### src/rtl/clk_tick_pkg.sv
// Shared types and constants for the slow-clock tick receiver.
package clk_tick_pkg;

    typedef enum logic [1:0] {
        ST_IDLE,
        ST_ARM,
        ST_TRACK,
        ST_LOCKED
    } rx_state_e;

    localparam int                   DEF_CNT_W = 24;
    localparam logic [DEF_CNT_W-1:0] CNT_MAX   = '1;

endpackage

### src/rtl/clk_tick_receiver_sync.sv
// Synchroniser chain plus previous-value flop; emits rise/fall of the synchronised input.
module sync_edge_det #(
    parameter int SYNC_STAGES = 2
) (
    input  logic clk,
    input  logic rst,
    input  logic din,
    output logic rise,
    output logic fall
);

    logic [SYNC_STAGES-1:0] sync_q, sync_d;
    logic                   prev_q, prev_d;
    logic                   s;

    assign s = sync_q[SYNC_STAGES-1];

    always_comb begin
        sync_d = {sync_q[SYNC_STAGES-2:0], din};
        prev_d = s;
    end

    always_ff @(posedge clk or posedge rst) begin
        if (rst) begin
            sync_q <= '0;
            prev_q <= 1'b0;
        end else begin
            sync_q <= sync_d;
            prev_q <= prev_d;
        end
    end

    assign rise = s & ~prev_q;
    assign fall = ~s & prev_q;

endmodule

### src/rtl/clk_tick_receiver.sv
// Slow-clock receiver: rising-edge ticks, rise-to-rise period measurement, lock and stall detection.
// Optional falling-edge tick output is enabled by defining CLK_TICK_FALL_EN.
//
// state  | meaning
// IDLE   | no reference edge seen yet (after reset or timeout)
// ARM    | one rise seen, waiting for the first full period
// TRACK  | measuring, counting consecutive in-tolerance periods
// LOCKED | period stable against the held reference
module clk_tick_receiver
    import clk_tick_pkg::*;
#(
    parameter int SYNC_STAGES = 2,
    parameter int CNT_W       = DEF_CNT_W,
    parameter int LOCK_COUNT  = 4,
    parameter int TOL         = 2
) (
    input  logic             clk,
    input  logic             rst,
    input  logic             slow_clk,
    output logic             tick_rise,
    output logic [CNT_W-1:0] period,
    output logic             period_valid,
    output logic             locked,
    output logic             timeout
`ifdef CLK_TICK_FALL_EN
    ,
    output logic             tick_fall
`endif
);

    localparam int MATCH_W = (LOCK_COUNT < 2) ? 1 : $clog2(LOCK_COUNT + 1);
    // Package CNT_MAX is all-ones; replicate one of its bits to this instance's width.
    localparam logic [CNT_W-1:0]   CNT_TOP    = {CNT_W{CNT_MAX[0]}};
    localparam logic [CNT_W:0]     TOL_W      = (CNT_W + 1)'(TOL);
    localparam logic [MATCH_W-1:0] LOCK_CNT_M = MATCH_W'(LOCK_COUNT);

    logic rise;
    logic fall;

    sync_edge_det #(
        .SYNC_STAGES(SYNC_STAGES)
    ) u_sync (
        .clk  (clk),
        .rst  (rst),
        .din  (slow_clk),
        .rise (rise),
        .fall (fall)
    );

    rx_state_e          state_q, state_d;
    logic [CNT_W-1:0]   cnt_q, cnt_d;
    logic [CNT_W-1:0]   ref_q, ref_d;
    logic [CNT_W-1:0]   period_q, period_d;
    logic [MATCH_W-1:0] match_q, match_d;
    logic               tick_rise_q, tick_rise_d;
    logic               pv_q, pv_d;
    logic               locked_q, locked_d;
    logic               timeout_q, timeout_d;

    logic               cnt_sat;
    logic [CNT_W:0]     cnt_x, ref_x, diff;
    logic               in_tol;
    logic [MATCH_W-1:0] match_inc;

    always_comb begin
        cnt_sat   = (cnt_q == CNT_TOP);
        cnt_x     = {1'b0, cnt_q};
        ref_x     = {1'b0, ref_q};
        diff      = (cnt_x >= ref_x) ? (cnt_x - ref_x) : (ref_x - cnt_x);
        in_tol    = (diff <= TOL_W);
        match_inc = match_q + 1'b1;
    end

    always_comb begin
        state_d     = state_q;
        ref_d       = ref_q;
        period_d    = period_q;
        match_d     = match_q;
        pv_d        = 1'b0;
        timeout_d   = 1'b0;
        tick_rise_d = rise;
        locked_d    = (state_q == ST_LOCKED);

        if (rise)         cnt_d = CNT_W'(1);
        else if (cnt_sat) cnt_d = cnt_q;
        else              cnt_d = cnt_q + 1'b1;

        case (state_q)
            ST_IDLE: begin
                if (rise) state_d = ST_ARM;
            end
            ST_ARM: begin
                if (rise) begin
                    period_d = cnt_q;
                    pv_d     = 1'b1;
                    ref_d    = cnt_q;
                    match_d  = '0;
                    state_d  = ST_TRACK;
                end
            end
            ST_TRACK: begin
                if (rise) begin
                    period_d = cnt_q;
                    pv_d     = 1'b1;
                    if (in_tol) begin
                        match_d = match_inc;
                        if (match_inc == LOCK_CNT_M) state_d = ST_LOCKED;
                    end else begin
                        ref_d   = cnt_q;
                        match_d = '0;
                    end
                end
            end
            ST_LOCKED: begin
                if (rise) begin
                    period_d = cnt_q;
                    pv_d     = 1'b1;
                    if (!in_tol) begin
                        ref_d   = cnt_q;
                        match_d = '0;
                        state_d = ST_TRACK;
                    end
                end
            end
            default: state_d = ST_IDLE;
        endcase

        // A rise on the saturating cycle is a valid sample, so stall only without a rise.
        if (state_q != ST_IDLE && cnt_sat && !rise) begin
            timeout_d = 1'b1;
            match_d   = '0;
            state_d   = ST_IDLE;
        end
    end

    always_ff @(posedge clk or posedge rst) begin
        if (rst) begin
            state_q     <= ST_IDLE;
            cnt_q       <= '0;
            ref_q       <= '0;
            period_q    <= '0;
            match_q     <= '0;
            tick_rise_q <= 1'b0;
            pv_q        <= 1'b0;
            locked_q    <= 1'b0;
            timeout_q   <= 1'b0;
        end else begin
            state_q     <= state_d;
            cnt_q       <= cnt_d;
            ref_q       <= ref_d;
            period_q    <= period_d;
            match_q     <= match_d;
            tick_rise_q <= tick_rise_d;
            pv_q        <= pv_d;
            locked_q    <= locked_d;
            timeout_q   <= timeout_d;
        end
    end

    assign tick_rise    = tick_rise_q;
    assign period       = period_q;
    assign period_valid = pv_q;
    assign locked       = locked_q;
    assign timeout      = timeout_q;

`ifdef CLK_TICK_FALL_EN
    logic tick_fall_q, tick_fall_d;

    always_comb tick_fall_d = fall;

    always_ff @(posedge clk or posedge rst) begin
        if (rst) tick_fall_q <= 1'b0;
        else     tick_fall_q <= tick_fall_d;
    end

    assign tick_fall = tick_fall_q;
`else
    logic fall_unused;
    assign fall_unused = fall;
`endif

endmodule

### config.mk
export PLATFORM = sky130hd
export DESIGN_NAME = clk_tick_receiver
export DESIGN_NICKNAME = d
export VERILOG_FILES = /design/src/rtl/clk_tick_pkg.sv /design/src/rtl/clk_tick_receiver_sync.sv /design/src/rtl/clk_tick_receiver.sv
export SDC_FILE = /design/constraint.sdc
export NUM_CORES = 1
export LEC_CHECK = 0
export BUFFER_PORTS_ARGS = -buffer_cell sky130_fd_sc_hd__buf_2
export CAP_MARGIN = 20
export CORE_MARGIN = 2
export CORE_UTILIZATION = 55
export DETAILED_ROUTE_END_ITERATION = 12
export PLACE_DENSITY = 0.74
export SYNTH_ARGS = -nofsm -noshare
export SYNTH_HDL_FRONTEND = slang
export SYNTH_SLANG_ARGS = --single-unit
### constraint.sdc
create_clock -name clk -period 3.2 [get_ports clk]
set_input_delay 0.16 -clock clk [delete_from_list [all_inputs] [get_ports clk]]
set_output_delay 0.16 -clock clk [all_outputs]
set_load 0.03 [all_outputs]
; ---- Yosys cells after proc, flatten, opt, wreduce, memory -nomap -nowiden
; Index checks and enable logic that the tools add are counted.
; Widths: inputs -> output; s select.
[word_totals]
out_inout_bits = 28
ramBits = 0
latchBits = 0
romBits = 0
word_cells = 74
register_bits = 84
inputBits = 3
n_memories = 0
[classes]
reduce_logical = 13
add_sub_neg = 4
magnitude_cmp = 2
muxes = 26
shift = 0
mul = 0
div_mod_pow = 0
bitwise = 2
eq_ne = 16
[op_table]
columns = op, count
row1 = $mux 24, 5
row2 = $sub 24x24->25, 2
row3 = $pmux 24 s2, 1
row4 = $le 25x2->1 const B, 1
row5 = $mux 25, 1
row6 = $add 24x1->24 const B, 1
row7 = $eq 24x24->1 const B, 1
row8 = $ge 24x24->1, 1
row9 = $mux 3, 6
row10 = $mux 2, 8
row11 = $ne 3x3->1 const B, 5
row12 = $pmux 3 s3, 1
row13 = $pmux 2 s4, 1
row14 = $reduce_and 7->1, 1
row15 = $ne 2x2->1 const B, 3
row16 = $ne 3x2->1 const B, 2
row17 = $reduce_and 5->1, 1
row18 = $eq 2x2->1 const B, 2
row19 = $reduce_and 4->1, 1
row20 = $reduce_bool 2->1, 2
row21 = $reduce_bool 4->1, 1
row22 = $add 3x1->3 const B, 1
row23 = $eq 3x3->1 const B, 1
row24 = $mux 1, 3
row25 = 10 further kinds, 11

; ---- Longest topological paths before layout
[logic_depth]
ltp_word = 7
mapped_depth = 16
ltp_nobuf = 15

; ---- Hierarchy
; Synthesis repeated with hierarchy kept, for this count alone.
[unflattened]
hier_cells = 747
area_unflattened_um2 = 6453.7
[by_module_without_submodules]
columns = mod, cells_each, instances, seq_area_each_um2, area_per_inst_um2
row1 = clk_tick_receiver, 741, 1, 2026.9, 6359.8
row2 = sync_edge_det, 6, 1, 75.1, 93.8

; ---- Worst setup path after synthesis
; OpenSTA, ideal clock, no wires.
[synth_path]
path_kind = reg2reg
start = register cnt_q[14]
end = register ref_q[19]
path_buffers = 3
t_arrival_ns = 3.353
slack_ns = -0.280
setup_time_ns = 0.127
synth_period_minus_slack_ns = 3.480
path_stages_with_launch = 16
path_cell_list = dfrtp_1 > clkinv_1 > ha_1 > buf_4 > nand4_1 > or2_1 > or4_1 > nand3_1 > a21oi_1 > buf_6 > o41ai_4 > xnor2_1 > nor4_4 > a21oi_4 > buf_6 > mux2i_1
[synth_between]
elab_chain_cells = 5
word_cells_on_any_way = 7
classes_between = 2 x add/sub / 2 x order compare / 1 x eq/ne / 1 x mux / 1 x reduce/logical
[synth_rtl]
columns = item, line
row1 = from (decl), clk_tick_receiver.sv:51  ; logic [CNT_W-1:0] cnt_q, cnt_d;
row2 = from (signal assigned), clk_tick_receiver.sv:149  ; cnt_q <= cnt_d;
row3 = $sub 24x24->25 / $ge 24x24->1 (equally long branches), clk_tick_receiver.sv:69  ; diff = (cnt_x >= ref_x) ? (cnt_x - ref_x) : (ref_x - cnt_x);
row4 = $mux 25 (*), clk_tick_receiver.sv:69
row5 = $le 25x2->1 (*), clk_tick_receiver.sv:70  ; in_tol = (diff <= TOL_W);
row6 = $ne 2x2->1 (no line) (*), n/a
row7 = $reduce_and 4->1 (no line) (*), n/a
row8 = to (signal assigned), clk_tick_receiver.sv:150  ; ref_q <= ref_d;
row9 = to (decl), clk_tick_receiver.sv:52  ; logic [CNT_W-1:0] ref_q, ref_d;
; Every way passes the cells marked *; elsewhere a longest branch is shown, timed or not.
; A chain may end at the register's enable or synchronous reset.

; ---- Worst setup path after layout
[layout_path]
start = register cnt_q[0]
end = register ref_q[3]
; Same word-level chain as after synthesis.

==> summary.txt <==
Outcome
  – Run status: complete, but fails checks
  – Failing checks: negative setup slack

Setup path
  – WP buf/inv: 5
  – Cell mode on critical path: buf_4
  – Critical path type: reg -> reg
  – CP peak stage delay: 0.43 ns
  – CP Data Arrival Time: 3.85 ns
  – CP max stage cell: dfrtp_1
  – Critical path's top delay family: compound AO/OA/AOI/OAI gates
  – Startpoint types: register
  – CP Data Required Time: 3.49 ns
  – Max FO, Critical Path: 8
  – CP Cell Sequence: buf_6, ha_4, inv_2, fa_2, a21oi_2, o211ai_1, a221oi_2, buf_4, buf_4, xor2_1, nand4_1, nor4_2, o2111a_2, a21oi_4, buf_12, mux2i_1
  – Crit path capture type: register

Logic synthesis
  – Gate Count Post-Synth: 712
  – Async set or reset register ratio after synthesis: 1.00
  – Syn Nets: 768
  – Area leader, netlist: dfrtp_1
  – Number of synthesized flops with an enable pin: 0
  – Avg Inst Size Synth: 8.58 um2
  – Seq cells post-synth: 84
  – Post-synthesis sequential area ratio: 0.344
  – YS warnings: 0
  – Distinct cells, synth: 62
  – Synth area leaders: dfrtp_1 (34%), ha_1 (10%), xnor2_1 (5.5%)
  – Mapped Area: 0.00611 mm2
  – Yosys top cell area share: 0.344
  – Main synth FF type: dfrtp_1

Floorplan
  – Std cell rows: 38
  – Core Footprint: 0.0108 mm2
  – Die area: 0.0120 mm2
  – Io pins: 31
  – Die Span Y: 109 um
  – Initial Util: 0.563
  – Die W: 109 um

Global routing
  – GR Util All Layers: 0.340
  – Largest net degree at the start of global routing: 51
  – Grt ovf: 0
  – Met3 GRT Util: 0.0409
  – Met1 Use GR: 0.462
  – Met2 usage: 0.556
  – Initial antenna violation count: 0
  – Global routing's busiest layer: met2
  – Vias in the first global route: 6370
  – First-pass GRT wire length: 31200 um

Pwr
  – Logic pwr share: 0.729
  – Leak: 4.22 nW
  – Switch Pwr: 3.14 mW
  – Sequential share of power: 0.170
  – PD cells: 824 mW/mm2
  – Internal power: 4.02 mW
  – Sw Share: 0.439
  – Peak VDD IR: 0.785 mV
  – Clock power share: 0.101

Flow run
  – MaxCap Viol Count: 0

Placement
  – Port Buf Inserts: 30
  – Gpl congestion: 0.940
  – DP Worst Slack: -0.626 ns
  – DP HPWL: 14700 um

Timing
  – Fin crit period: 3.56 ns
  – RSZ-0062 raised after global routing: yes
  – Achievable Freq: 281 MHz
  – Slew @ Worst Pin: 0.631 ns
  – Final hold vios: 0
  – Fin crit share: 1.11
  – Final Max Tran Viols: 0
  – Clk_skew: 0.0130 ns
  – Post-route setup slack: -0.362 ns
  – Final Setup Violations: 28
  – Max_slew headroom: 0.579

CTS
  – Worst-Skew Late Latency: 0.38 ns
  – Clock Path Buffers: 2
  – CTS tree: built
  – CTS Sinks: 84
  – Worst-path clk slew: 0.10 ns
  – Clk root buf: clkbuf_8
  – CTS buffer count: 9
  – # H-tree levels: 3

Finish
  – Area growth syn-to-layout: 42.3%
  – Share of cells above drive strength 1: 0.379
  – Final Util: 0.802
  – Final Net Count: 999
  – Antenna diodes: 0

Routing
  – Total Wirelength: 20800 um
  – Final ANT Viol Nets: 0
  – Drt drc: 0
  – Via count: 6425
  – WL/cell: 19.1 um
  – DRT Pass-1 Iters: 5
  – Initial DRC count: 663
  – Via/cell ratio: 5.91

Hold path
  – Hold WC Path Type: reg -> reg
## area by class of cell
cell class                      instances  area [um2]
Fill cell                             647        2150
Multi-Input combinational cell        530        4090
Clock buffer                            9         124
Timing Repair Buffer                  254        1910
Sequential cell                        84        2100
Inverter                               64         243
Tap cell                              140         175
Clock inverter                          6        48.8
## path summary, 6_finish.rpt
kind,startpoint,end,slack (ns),cells after the start
max in group asynchronous,rst,cnt_q[16],1.97,4
worst max-delay path,cnt_q[0],ref_q[3],-0.36,16
min in group asynchronous,rst,period_valid,0.39,3
worst max register to register,cnt_q[0],ref_q[3],-0.36,16
worst min register to register,u_sync.sync_q[0],u_sync.sync_q[1],0.36,0
worst min-delay path,u_sync.sync_q[0],u_sync.sync_q[1],0.36,0
## per-layer routing
layer | part of all wire | routed length, um | up-vias
met2 | 0.48 | 10000 | 312
met4 | 0.034 | 710 | 0
met5 | 0 | 0 | -
li1 | - | - | 2927
met1 | 0.42 | 8650 | 3106
met3 | 0.067 | 1390 | 80
## power groups by stage
stage	sequential, mW	clock [mW]	combinational, mW
6_report	1.21	0.724	5.22
5_1_grt	1.22	0.767	5.49
4_1_cts	1.20	0.726	4.40
3_5_place_dp	1.23	0	4.17
3_3_place_gp	1.22	0	4.08
2_1_floorplan	1.28	0	2.48
## synth_stat cells, types with 3 or more instances
master     number
nand4_1        17
inv_1          62
nand3_1        23
o221ai_1        6
dfrtp_1        84
buf_1           4
a211oi_1        6
clkbuf_1       22
nand2b_1        9
o21ai_0        60
ha_1           51
a21oi_1        59
a31oi_1         5
mux2i_1        31
o211ai_1        5
nand2_1        61
nor2_1         59
nor3_1         14
o2111ai_1       3
buf_4           3
a221oi_1        3
and4_1          3
buf_6           3
xnor2_1        38
xor2_1         17
nor2b_1         7
and3_1          4
a21o_1          9
## sequential cells by signal, summed over array words and instances, names as in the netlist
register and count:
cnt_q 24, period 24, ref_q 24, match_q 3, state_q 2, u_sync.sync_q 2
locked 1, period_valid 1, tick_rise 1, timeout 1, u_sync.prev_q 1
## cell usage in the layout, fill, tap and decap left out, types with 17 or more instances in the layout
master	count
xnor2_1	36
ha_1	31
nand3_1	21
a21oi_1	44
nor2_1	57
inv_1	53
dfrtp_1	84
mux2i_1	30
buf_4	213
o21ai_0	51
nand4_1	17
ha_4	17
xor2_1	17
buf_2	30
nand2_1	60
## stage by stage
step / hold slack [ns] / cell area (um2) / power (mW) / std cells / setup TNS (ns)
final: 0.360 / 8690 / 7.16 / 1087 / -8.84
after global routing: 0.371 / 8690 / 7.48 / 1087 / -13.12
after CTS: 0.367 / 8280 / 6.33 / 1077 / -10.57
after detailed placement: 0.246 / 7920 / 5.40 / 1052 / -16.32
after global placement: 0.239 / 7920 / 5.31 / 1052 / -13.49
after floorplan: 0.191 / 6200 / 3.76 / 712 / -2.02
## timing repair
item                                    in CTS  in global routing
endpoints found under the hold margin       34                  0
setup buffers                                8                 16
endpoints found under the setup margin      28                 28
resized for setup                           27                 73
pin swaps                                   16                 40
hold buffers                                 2                  0
cloned                                       1                  0
## kinds of logic (layout without fill, tap and decap cells)
group | count (synthesis) | after routing | synth area share
xor gates and xnor gates | 55 | 55 | 0.0789
buffers and inverters | 98 | 333 | 0.0662
DFF | 84 | 84 | 0.344
and+or+nand+nor | 211 | 211 | 0.166
muxes | 32 | 32 | 0.0527
AOI/OAI and AO/OA | 179 | 179 | 0.181
adders and majority gates | 53 | 53 | 0.111
## worst register-to-register path, delay by kind of cell (launching register included)
kind	cells	cell delay (ns)
compound gates	5	1.08
xor+xnor	1	0.16
fa+ha+maj	2	0.47
buf+inv	5	0.61
flops	1	0.43
mux	1	0.18
simple gates	2	0.54
(Power assumes the default switching activity.)
